--- config.mk ---
export PLATFORM = sky130hd
export DESIGN_NAME = fir_stream_adapter
export DESIGN_NICKNAME = d
export VERILOG_FILES = /design/src/rtl/fir_stream_adapter.sv
export SDC_FILE = /design/constraint.sdc
export NUM_CORES = 1
export LEC_CHECK = 0
export ABC_AREA = 1
export BUFFER_PORTS_ARGS = -buffer_cell sky130_fd_sc_hd__buf_4
export CAP_MARGIN = 20
export CORE_MARGIN = 5
export CORE_UTILIZATION = 26
export CTS_BUF_LIST = sky130_fd_sc_hd__clkbuf_8
export DETAILED_ROUTE_END_ITERATION = 10
export HOLD_SLACK_MARGIN = 0.15
export REMOVE_ABC_BUFFERS = 1
export SETUP_SLACK_MARGIN = 0.5
export SLEW_MARGIN = 25
export SYNTH_ARGS = -nofsm -noshare
export SYNTH_HDL_FRONTEND = slang
export SYNTH_SLANG_ARGS = --single-unit
--- constraint.sdc ---
create_clock -name clk -period 2.11 [get_ports clk]
set_clock_uncertainty 0.1 [all_clocks]
set_input_delay 0.211 -clock clk [delete_from_list [all_inputs] [get_ports clk]]
set_output_delay 0.211 -clock clk [all_outputs]
set_load 0.1 [all_outputs]
--- src/rtl/fir_stream_adapter.sv ---
// Stream adapter between a valid/ready sample source, a single-issue FIR
// core (xin/we/running/xout) and a valid/ready result sink. Samples are
// buffered in a small FIFO and issued one at a time. Each result is held
// until the sink takes it. A FIR that stays busy too long sets a sticky
// error flag, and its sample is dropped.
module fir_stream_adapter #(
  parameter int DATA_WIDTH = 8,
  parameter int FIFO_DEPTH = 4,
  parameter int TIMEOUT    = 255
) (
  input  logic                        clk,
  input  logic                        reset_n,
  input  logic [DATA_WIDTH-1:0]       s_data,
  input  logic                        s_valid,
  output logic                        s_ready,
  output logic [DATA_WIDTH-1:0]       fir_xin,
  output logic                        fir_we,
  input  logic                        fir_running,
  input  logic [DATA_WIDTH-1:0]       fir_xout,
  output logic [DATA_WIDTH-1:0]       m_data,
  output logic                        m_valid,
  input  logic                        m_ready,
  output logic [$clog2(FIFO_DEPTH):0] fifo_level,
  output logic                        err
);
  localparam int            AW     = $clog2(FIFO_DEPTH);
  localparam int            LW     = AW + 1;
  localparam logic [LW-1:0] FULL   = LW'(FIFO_DEPTH);
  localparam logic [15:0]   TO_LIM = 16'(TIMEOUT);

  typedef enum logic [2:0] {IDLE, ISSUE, GUARD, WAIT, OUT} state_e;
  state_e state_q, state_d;

  logic [DATA_WIDTH-1:0] mem_q [FIFO_DEPTH];
  logic [AW-1:0]         wr_ptr_q, rd_ptr_q;
  logic [LW-1:0]         level_q, level_d;
  logic                  push, pop, fifo_empty;

  logic [DATA_WIDTH-1:0] xin_q, xin_d, mdata_q, mdata_d;
  logic                  we_q, we_d, mvalid_q, mvalid_d, err_q, err_d;
  logic [15:0]           cnt_q, cnt_d, cnt_inc;
  logic                  timeout_hit;

  // s_ready depends only on occupancy. It is gated by reset_n so that it
  // reads low while reset is held.
  assign fifo_empty  = (level_q == '0);
  assign s_ready     = reset_n & (level_q != FULL);
  assign push        = s_valid & s_ready;
  assign pop         = (state_q == IDLE) & ~fifo_empty;
  assign cnt_inc     = cnt_q + 16'd1;
  assign timeout_hit = (cnt_inc == TO_LIM);

  // FIFO storage. It needs no reset because the level and pointers define
  // which entries are valid.
  always_ff @(posedge clk) begin
    if (push) mem_q[wr_ptr_q] <= s_data;
  end

  // Occupancy next-state. A push and a pop on the same edge cancel out.
  always_comb begin
    level_d = level_q;
    unique case ({push, pop})
      2'b10:   level_d = level_q + LW'(1);
      2'b01:   level_d = level_q - LW'(1);
      default: ;
    endcase
  end

  // FIFO pointers and level. The pointers wrap naturally because the depth
  // is a power of two.
  always_ff @(posedge clk or negedge reset_n) begin
    if (!reset_n) begin
      wr_ptr_q <= '0;
      rd_ptr_q <= '0;
      level_q  <= '0;
    end else begin
      if (push) wr_ptr_q <= wr_ptr_q + AW'(1);
      if (pop)  rd_ptr_q <= rd_ptr_q + AW'(1);
      level_q <= level_d;
    end
  end

  // FSM state register
  always_ff @(posedge clk or negedge reset_n) begin
    if (!reset_n) state_q <= IDLE;
    else          state_q <= state_d;
  end

  // FSM next-state: the GUARD cycle skips the FIR's late busy rise
  always_comb begin
    state_d = state_q;
    unique case (state_q)
      IDLE:    if (!fifo_empty) state_d = ISSUE;
      ISSUE:   state_d = GUARD;
      GUARD:   state_d = WAIT;
      WAIT:    if (!fir_running)    state_d = OUT;
               else if (timeout_hit) state_d = IDLE;
      OUT:     if (m_ready) state_d = IDLE;
      default: state_d = IDLE;
    endcase
  end

  // FSM outputs: next values of the issue, capture, counter and error registers
  always_comb begin
    xin_d    = xin_q;
    we_d     = 1'b0;
    mdata_d  = mdata_q;
    mvalid_d = mvalid_q;
    cnt_d    = cnt_q;
    err_d    = err_q;
    unique case (state_q)
      IDLE: if (!fifo_empty) begin
        xin_d = mem_q[rd_ptr_q];
        we_d  = 1'b1;
      end
      GUARD: cnt_d = '0;
      WAIT: begin
        if (!fir_running) begin
          mdata_d  = fir_xout;
          mvalid_d = 1'b1;
        end else begin
          cnt_d = cnt_inc;
          if (timeout_hit) err_d = 1'b1;
        end
      end
      OUT: if (m_ready) mvalid_d = 1'b0;
      default: ;
    endcase
  end

  // Datapath registers. The async reset drops fir_we and any held result at once.
  always_ff @(posedge clk or negedge reset_n) begin
    if (!reset_n) begin
      xin_q    <= '0;
      we_q     <= 1'b0;
      mdata_q  <= '0;
      mvalid_q <= 1'b0;
      cnt_q    <= '0;
      err_q    <= 1'b0;
    end else begin
      xin_q    <= xin_d;
      we_q     <= we_d;
      mdata_q  <= mdata_d;
      mvalid_q <= mvalid_d;
      cnt_q    <= cnt_d;
      err_q    <= err_d;
    end
  end

  assign fir_xin    = xin_q;
  assign fir_we     = we_q;
  assign m_data     = mdata_q;
  assign m_valid    = mvalid_q;
  assign fifo_level = level_q;
  assign err        = err_q;

endmodule

==> flow_metrics.py, run 1 <==
metrics = {
    "run_status": {
        "outcome": "finished clean",
    },
    "die": {
        "die_area_um2": 15800,
        "die_h_um": 126,
        "core_um2": 13200,
        "io_pins": 44,
        "initial_utilization_pct": 26.4,
        "die_x_um": 126,
        "core.rowCount": 42,
    },
    "place": {
        "hpwlAfterDp_um": 5490,
        "placed_area_um2": 4080,
        "finalWeightedCongestion": 0.879,
        "placed_cells_incl_taps": 600,
        "numPortBuffers": 43,
    },
    "worst_setup_path": {
        "crit_family": "adder cells",
        "cpMaxStageDelayCell": "dfrtp_1",
        "crit_fanout": 3,
        "worst-endpoint-arrival_ns": 2.09,
        "cpPeakStageDelay_ns": 0.40,
        "required_ns": 2.23,
        "endpoint_kind": "flop",
        "crit_path_start_kind": "flop",
        "timing_worst_setup_path_type": "flop to flop",
        "critPathBufInv": 1,
        "crit_chain": "or2_4, nor3_4, ha_2, inv_2, fa_2, a21oi_1, o21ai_1, xnor2_1",
    },
    "detailed_routing": {
        "drt_iter0_markers": 91,
        "vias": 2848,
        "drt-total-wl_um": 8470,
        "dr.pass1.iters": 4,
        "ant_nets": 0,
        "drcViolationCount": 0,
        "vias_per_cell": 4.42,
        "wl_per_cell_um": 13.1,
    },
    "synth": {
        "syn_area_per_cell_um2": 9.26,
        "synth_top_cell_area_share_pct": 32.3,
        "yosys.area.top_type": "dfrtp_1",
        "ys_types": 27,
        "ys_ff_latch": 77,
        "ys_warn_count": 0,
        "syn_area_um2": 3480,
        "postSynthCellCount": 376,
        "synthTopCellsByArea": "dfrtp_1 (32%), edfxtp_1 (28%), nand2_1 (9.5%), nor2_1 (7.4%), inv_1 (4.0%)",
        "yosysSeqAreaShare_pct": 59.9,
    },
    "timing": {
        "final-max-slew-violation-count": 0,
        "fmax_ghz": 0.510,
        "hold_viol_final": 0,
        "period_minus_slack_ns": 1.96,
        "setup_violations": 0,
        "period_share_pct": 93.0,
        "tightest_slew_ns": 0.582,
        "rsz0062_at_grt": "yes",
        "whs_ns": 0.185,
        "slew_headroom_pct": 61.2,
    },
    "pwr": {
        "swShare_pct": 46.1,
        "pwr-share-comb_pct": 47.3,
        "pwr-share-seq_pct": 30.7,
        "leakage_nw": 2.00,
        "p_switching_mw": 3.25,
        "ir_drop_mv": 1.06,
        "power_mw": 7.05,
        "p_clk_share_pct": 22.1,
        "p_int_mw": 3.80,
        "p_per_area_nw_per_um2": 1470,
    },
    "final_layout": {
        "design_area_um2": 4790,
        "syn2layout_area_growth_pct": 37.5,
        "antenna_cells": 0,
        "drive_gt1_share_pct": 25.8,
        "final_util_pct": 36.3,
        "fillers": 1272,
        "final_nets": 493,
        "finalNonFillerCells": 645,
    },
    "global_routing": {
        "grt_pass1_wl_um": 13400,
        "grt_pass1_vias": 2746,
        "grt_overflow": 0,
        "track_usage_pct": 10.4,
        "antenna_found_initial": 0,
        "grt_max_degree": 46,
    },
    "clocking": {
        "clock_latency_ns": 0.34,
        "cts_root_buffer": "clkbuf_8",
        "cts_buffer_depth": 2,
        "cts-buffers-inserted": 9,
        "cts_tree": "yes",
        "clk_pin_slew_ns": 0.08,
        "ctsHtreeMaxLevel": 3,
        "cts.sink_count": 77,
    },
    "min_path": {
        "hp-class": "input port to flop",
    },
    "run": {
        "cap_viol_max_count": 0,
    },
}
[flip-flops by register name, summed over array words and instances, names as in the netlist]
| name | count |
|---|---|
| cnt_q | 16 |
| err | 1 |
| fifo_level | 3 |
| fir_we | 1 |
| fir_xin | 8 |
| m_data | 8 |
| m_valid | 1 |
| mem_q | 32 |
| rd_ptr_q | 2 |
| state_q | 3 |
| wr_ptr_q | 2 |
[synthesized netlist by cell type]
cell type	count
nor3_4	1
clkbuf_1	1
a21oi_1	3
a31oi_1	9
ha_1	7
o22ai_1	7
xnor2_1	2
inv_1	37
dfrtp_1	45
clkinv_1	2
nand4_1	4
o21ai_0	27
or2_1	1
nand2_1	88
xor2_1	4
nor2_4	1
fa_1	1
o21bai_1	1
nor2_2	5
nand3_1	19
nor2_1	69
o21ai_1	3
buf_2	3
buf_1	1
buf_4	2
edfxtp_1	32
nor3_1	1
[cell families (layout without fill, tap and decap cells)]
logic type | Yosys count | after routing | synth area share (%)
AO/OA/AOI/OAI | 50 | 50 | 7.83
XOR/XNOR | 6 | 6 | 1.51
adder cells (fa/ha/maj) | 8 | 8 | 3.09
buffers and inverters | 46 | 139 | 5.28
flip-flops | 77 | 77 | 59.9
AND/OR/NAND/NOR | 189 | 189 | 22.4
[worst paths after layout]
check,startpoint,to,slack [ns],cells after the start
max,state_q[0],fifo_level[2],0.15,8
min in group asynchronous,reset_n,m_valid,0.44,3
min,fir_running,state_q[2],0.18,4
min reg2reg,m_data[1],m_data[1],0.38,2
max reg2reg,state_q[0],fifo_level[2],0.15,8
max in group asynchronous,reset_n,cnt_q[3],1.04,3
[layer usage]
metal	vias to the layer above	share of wire, %	global-route usage, %	routed length (um)
met5	-	0	0	0
met4	0	0.68	3.28	58
met3	10	3.4	1.99	291
met2	60	53	18.8	4500
met1	1375	43	12.6	3620
li1	1403	-	-	-
[per-stage QoR]
stage               setup slack, ns  TNS, ns
finish                        0.148        0
CTS                           0.152        0
detailed placement           0.0170        0
global placement             0.0737        0
global route                 0.0510        0
floorplan                     -2.50   -86.55
[layout make-up]
cell class	instances	area (um^2)	area share, %
sequential	77	2090	43.7
clock inverter	7	163	3.40
timing repair buffer	84	683	14.3
multi-input combinational	253	1360	28.3
tap	176	220	4.60
clock buffer	9	124	2.59
inverter	39	151	3.16
[worst register-to-register path: cells and delay by family (launching register included)]
| family | cells | cell delay, ns |
|---|---|---|
| AND/OR/NAND/NOR | 2 | 0.40 |
| flip-flops | 1 | 0.40 |
| adder cells (fa/ha/maj) | 2 | 0.56 |
| AO/OA/AOI/OAI | 2 | 0.21 |
| buffers and inverters | 1 | 0.04 |
| XOR/XNOR | 1 | 0.13 |
[power groups by stage]
stage,Combinational [mW],Clock (mW),Sequential [mW]
3_5_place_dp,3.17,0,2.18
6_report,3.33,1.56,2.16
4_1_cts,3.34,1.59,2.16
2_1_floorplan,0.932,0,3.56
5_1_grt,3.57,1.66,2.20
3_3_place_gp,3.11,0,2.17
[cell usage in the layout (no fill, tap or decap), types with 2 or more instances in the layout]
cell type      instances
ha_1                   5
o21ai_0               25
xor2_1                 4
inv_1                 36
nand4_1                4
clkbuf_8               9
buf_4                 64
o21ai_1                4
o22ai_1                7
a21oi_1                3
nand2_1               80
nor2_4                 8
a31oi_1                9
xnor2_1                2
inv_2                  2
nand2_2                7
nand3_1               15
nor2_1                61
dlygate4sd3_1         18
nor2_2                 6
dfrtp_2                3
nand3_4                2
edfxtp_1              32
bufinv_16              5
dfrtp_1               42
buf_6                  2
nand3_2                2
[timing repair]
action,in CTS,in global routing
endpoints found under the hold margin,88,0
gates resized for setup,26,22
hold buffers,18,0
pin swaps,8,11
endpoints found under the setup margin,45,45
setup buffers,8,3
Note: power is estimated with default switching activity, not from simulation.
==> run 2: changes to the inputs <==
CORE_UTILIZATION = 54   (was 26)
PLACE_DENSITY = 0.78   (was default)
==> run 2 against run 1 <==
Against the previous run:
- flip-flop and latch count is the same
- critical path depth did not move
- sequential share of layout area fell by 0.45 points
- largest cell class unchanged
- critical endpoint unchanged
- critical path type unchanged
==> flow_metrics.py, run 2 (same netlist as run 1, synthesis figures left out) <==
metrics = {
    "run_status": {
        "outcome": "finished clean",
    },
    "clocking": {
        "clock_latency_ns": 0.37,
        "clk_pin_slew_ns": 0.09,
        "cts-buffers-inserted": 9,
        "cts_root_buffer": "clkbuf_8",
        "ctsHtreeMaxLevel": 3,
        "cts_buffer_depth": 2,
        "cts.sink_count": 77,
        "cts_tree": "yes",
    },
    "die": {
        "core_um2": 6310,
        "die_area_um2": 8160,
        "die_h_um": 90.3,
        "io_pins": 44,
        "die_x_um": 90.3,
        "core.rowCount": 29,
        "initial_utilization_pct": 55.2,
    },
    "final_layout": {
        "antenna_cells": 0,
        "regMostFlops": "mem_q",
        "design_area_um2": 4840,
        "mostFrequentLayoutCell": "nand2_1",
        "final_util_pct": 76.7,
        "reg.largest.list": "mem_q (32), cnt_q (16)",
        "fillers": 395,
        "syn2layout_area_growth_pct": 39.0,
        "multi_input_area_um2": 1430,
        "finalNonFillerCells": 560,
        "final_nets": 507,
        "layout_common_cells": "nand2_1 (77), buf_4 (64), nor2_1 (56)",
        "largest_reg_flops": 32,
        "drive_gt1_share_pct": 30.8,
        "seqCellArea_um2": 2090,
    },
    "timing": {
        "final-max-slew-violation-count": 0,
        "slew_headroom_pct": 60.9,
        "hold_viol_final": 0,
        "rsz0062_at_grt": "yes",
        "fmax_ghz": 0.494,
        "tns_ns": 0,
        "period_minus_slack_ns": 2.03,
        "setup_violations": 0,
        "period_share_pct": 96.0,
        "tightest_slew_ns": 0.587,
    },
    "pwr": {
        "p_switching_mw": 3.70,
        "pwr-share-seq_pct": 30.6,
        "swShare_pct": 50.8,
        "leakage_nw": 2.05,
        "p_per_area_nw_per_um2": 1500,
        "ir_drop_mv": 1.43,
        "pwr-share-comb_pct": 54.3,
        "power_mw": 7.27,
        "p_clk_share_pct": 15.0,
        "p_int_mw": 3.58,
    },
    "global_routing": {
        "antenna_found_initial": 0,
        "grt_pass1_wl_um": 14000,
        "grt_overflow": 0,
        "grt_pass1_vias": 2960,
        "track_usage_pct": 21.6,
        "grt_max_degree": 46,
    },
    "detailed_routing": {
        "vias_per_cell": 5.64,
        "vias": 3157,
        "drt-total-wl_um": 9670,
        "drt_iter0_markers": 217,
        "dr.pass1.iters": 5,
        "wl_per_cell_um": 17.3,
        "drcViolationCount": 0,
        "ant_nets": 0,
    },
    "worst_setup_path": {
        "timing_worst_setup_path_type": "flop to flop",
        "required_ns": 2.25,
        "worst-endpoint-arrival_ns": 2.17,
        "crit_fanout": 2,
        "crit_path_start_kind": "flop",
        "endpoint_kind": "flop",
    },
    "place": {
        "finalWeightedCongestion": 0.875,
        "numPortBuffers": 43,
        "placed_area_um2": 3970,
        "placed_cells_incl_taps": 503,
        "hpwlAfterDp_um": 5030,
    },
    "min_path": {
        "hp-class": "input port to flop",
    },
    "run": {
        "cap_viol_max_count": 0,
    },
}
## run 2: cell type report
class | instances | area share, %
multi-input cells | 253 | 29.6
flip-flops and latches | 77 | 43.2
clock buffers | 9 | 2.56
clock inverters | 7 | 1.32
well taps | 77 | 1.99
repair buffers | 97 | 18.0
inverters | 39 | 3.13
repair inverters | 1 | 0.155
## run 2: what timing repair did
action / in CTS / in global routing
gates cloned: 0 / 3
hold buffers: 18 / 1
buffers inserted: 13 / 6
endpoints found under the setup margin: 41 / 70
gates resized for setup: 33 / 56
pin swaps: 9 / 11
endpoints found under the hold margin: 88 / 1
## run 2: per-layer routing
metal,routed length [um],share of wire (%),global-route usage (%),vias up
met2,5240,54,39.5,167
met3,744,7.7,5.83,28
met5,0,0,0,-
met1,3430,35,23.7,1532
li1,-,-,-,1430
met4,255,2.6,8.44,0
## run 2: worst max-delay path, cell delays in order, from the launching register on
cell	delay (ns)
dfrtp_1	0.40
or2_4	0.28
nor3_4	0.14
ha_2	0.20
inv_2	0.04
fa_2	0.36
a21oi_1	0.15
o21ai_1	0.10
xnor2_1	0.14
## run 2: power by group through the flow
stage	Sequential, mW	Clock, mW	Combinational (mW)
2_1_floorplan	3.56	0	0.932
3_3_place_gp	2.16	0	3.12
3_5_place_dp	2.17	0	3.19
4_1_cts	2.15	1.09	3.39
5_1_grt	2.26	1.20	4.20
6_report	2.23	1.09	3.95
## run 2: through the flow
stage          hold WS [ns]  setup slack, ns
2_1_floorplan        -0.185            -2.50
3_3_place_gp          0.258           0.0877
3_5_place_dp          0.264           0.0330
4_1_cts               0.164            0.191
5_1_grt               0.184          -0.0500
6_report              0.172           0.0847
## run 2: final timing paths
kind / start / to / slack (ns) / cells past startpoint
setup / recovery: state_q[0] / fifo_level[2] / 0.08 / 8
hold / removal: s_valid / wr_ptr_q[0] / 0.17 / 4
setup reg to reg: state_q[0] / fifo_level[2] / 0.08 / 8
hold reg to reg: m_data[2] / m_data[2] / 0.38 / 2
max in group asynchronous: reset_n / fifo_level[1] / 1.07 / 3
min in group asynchronous: reset_n / cnt_q[4] / 0.39 / 3
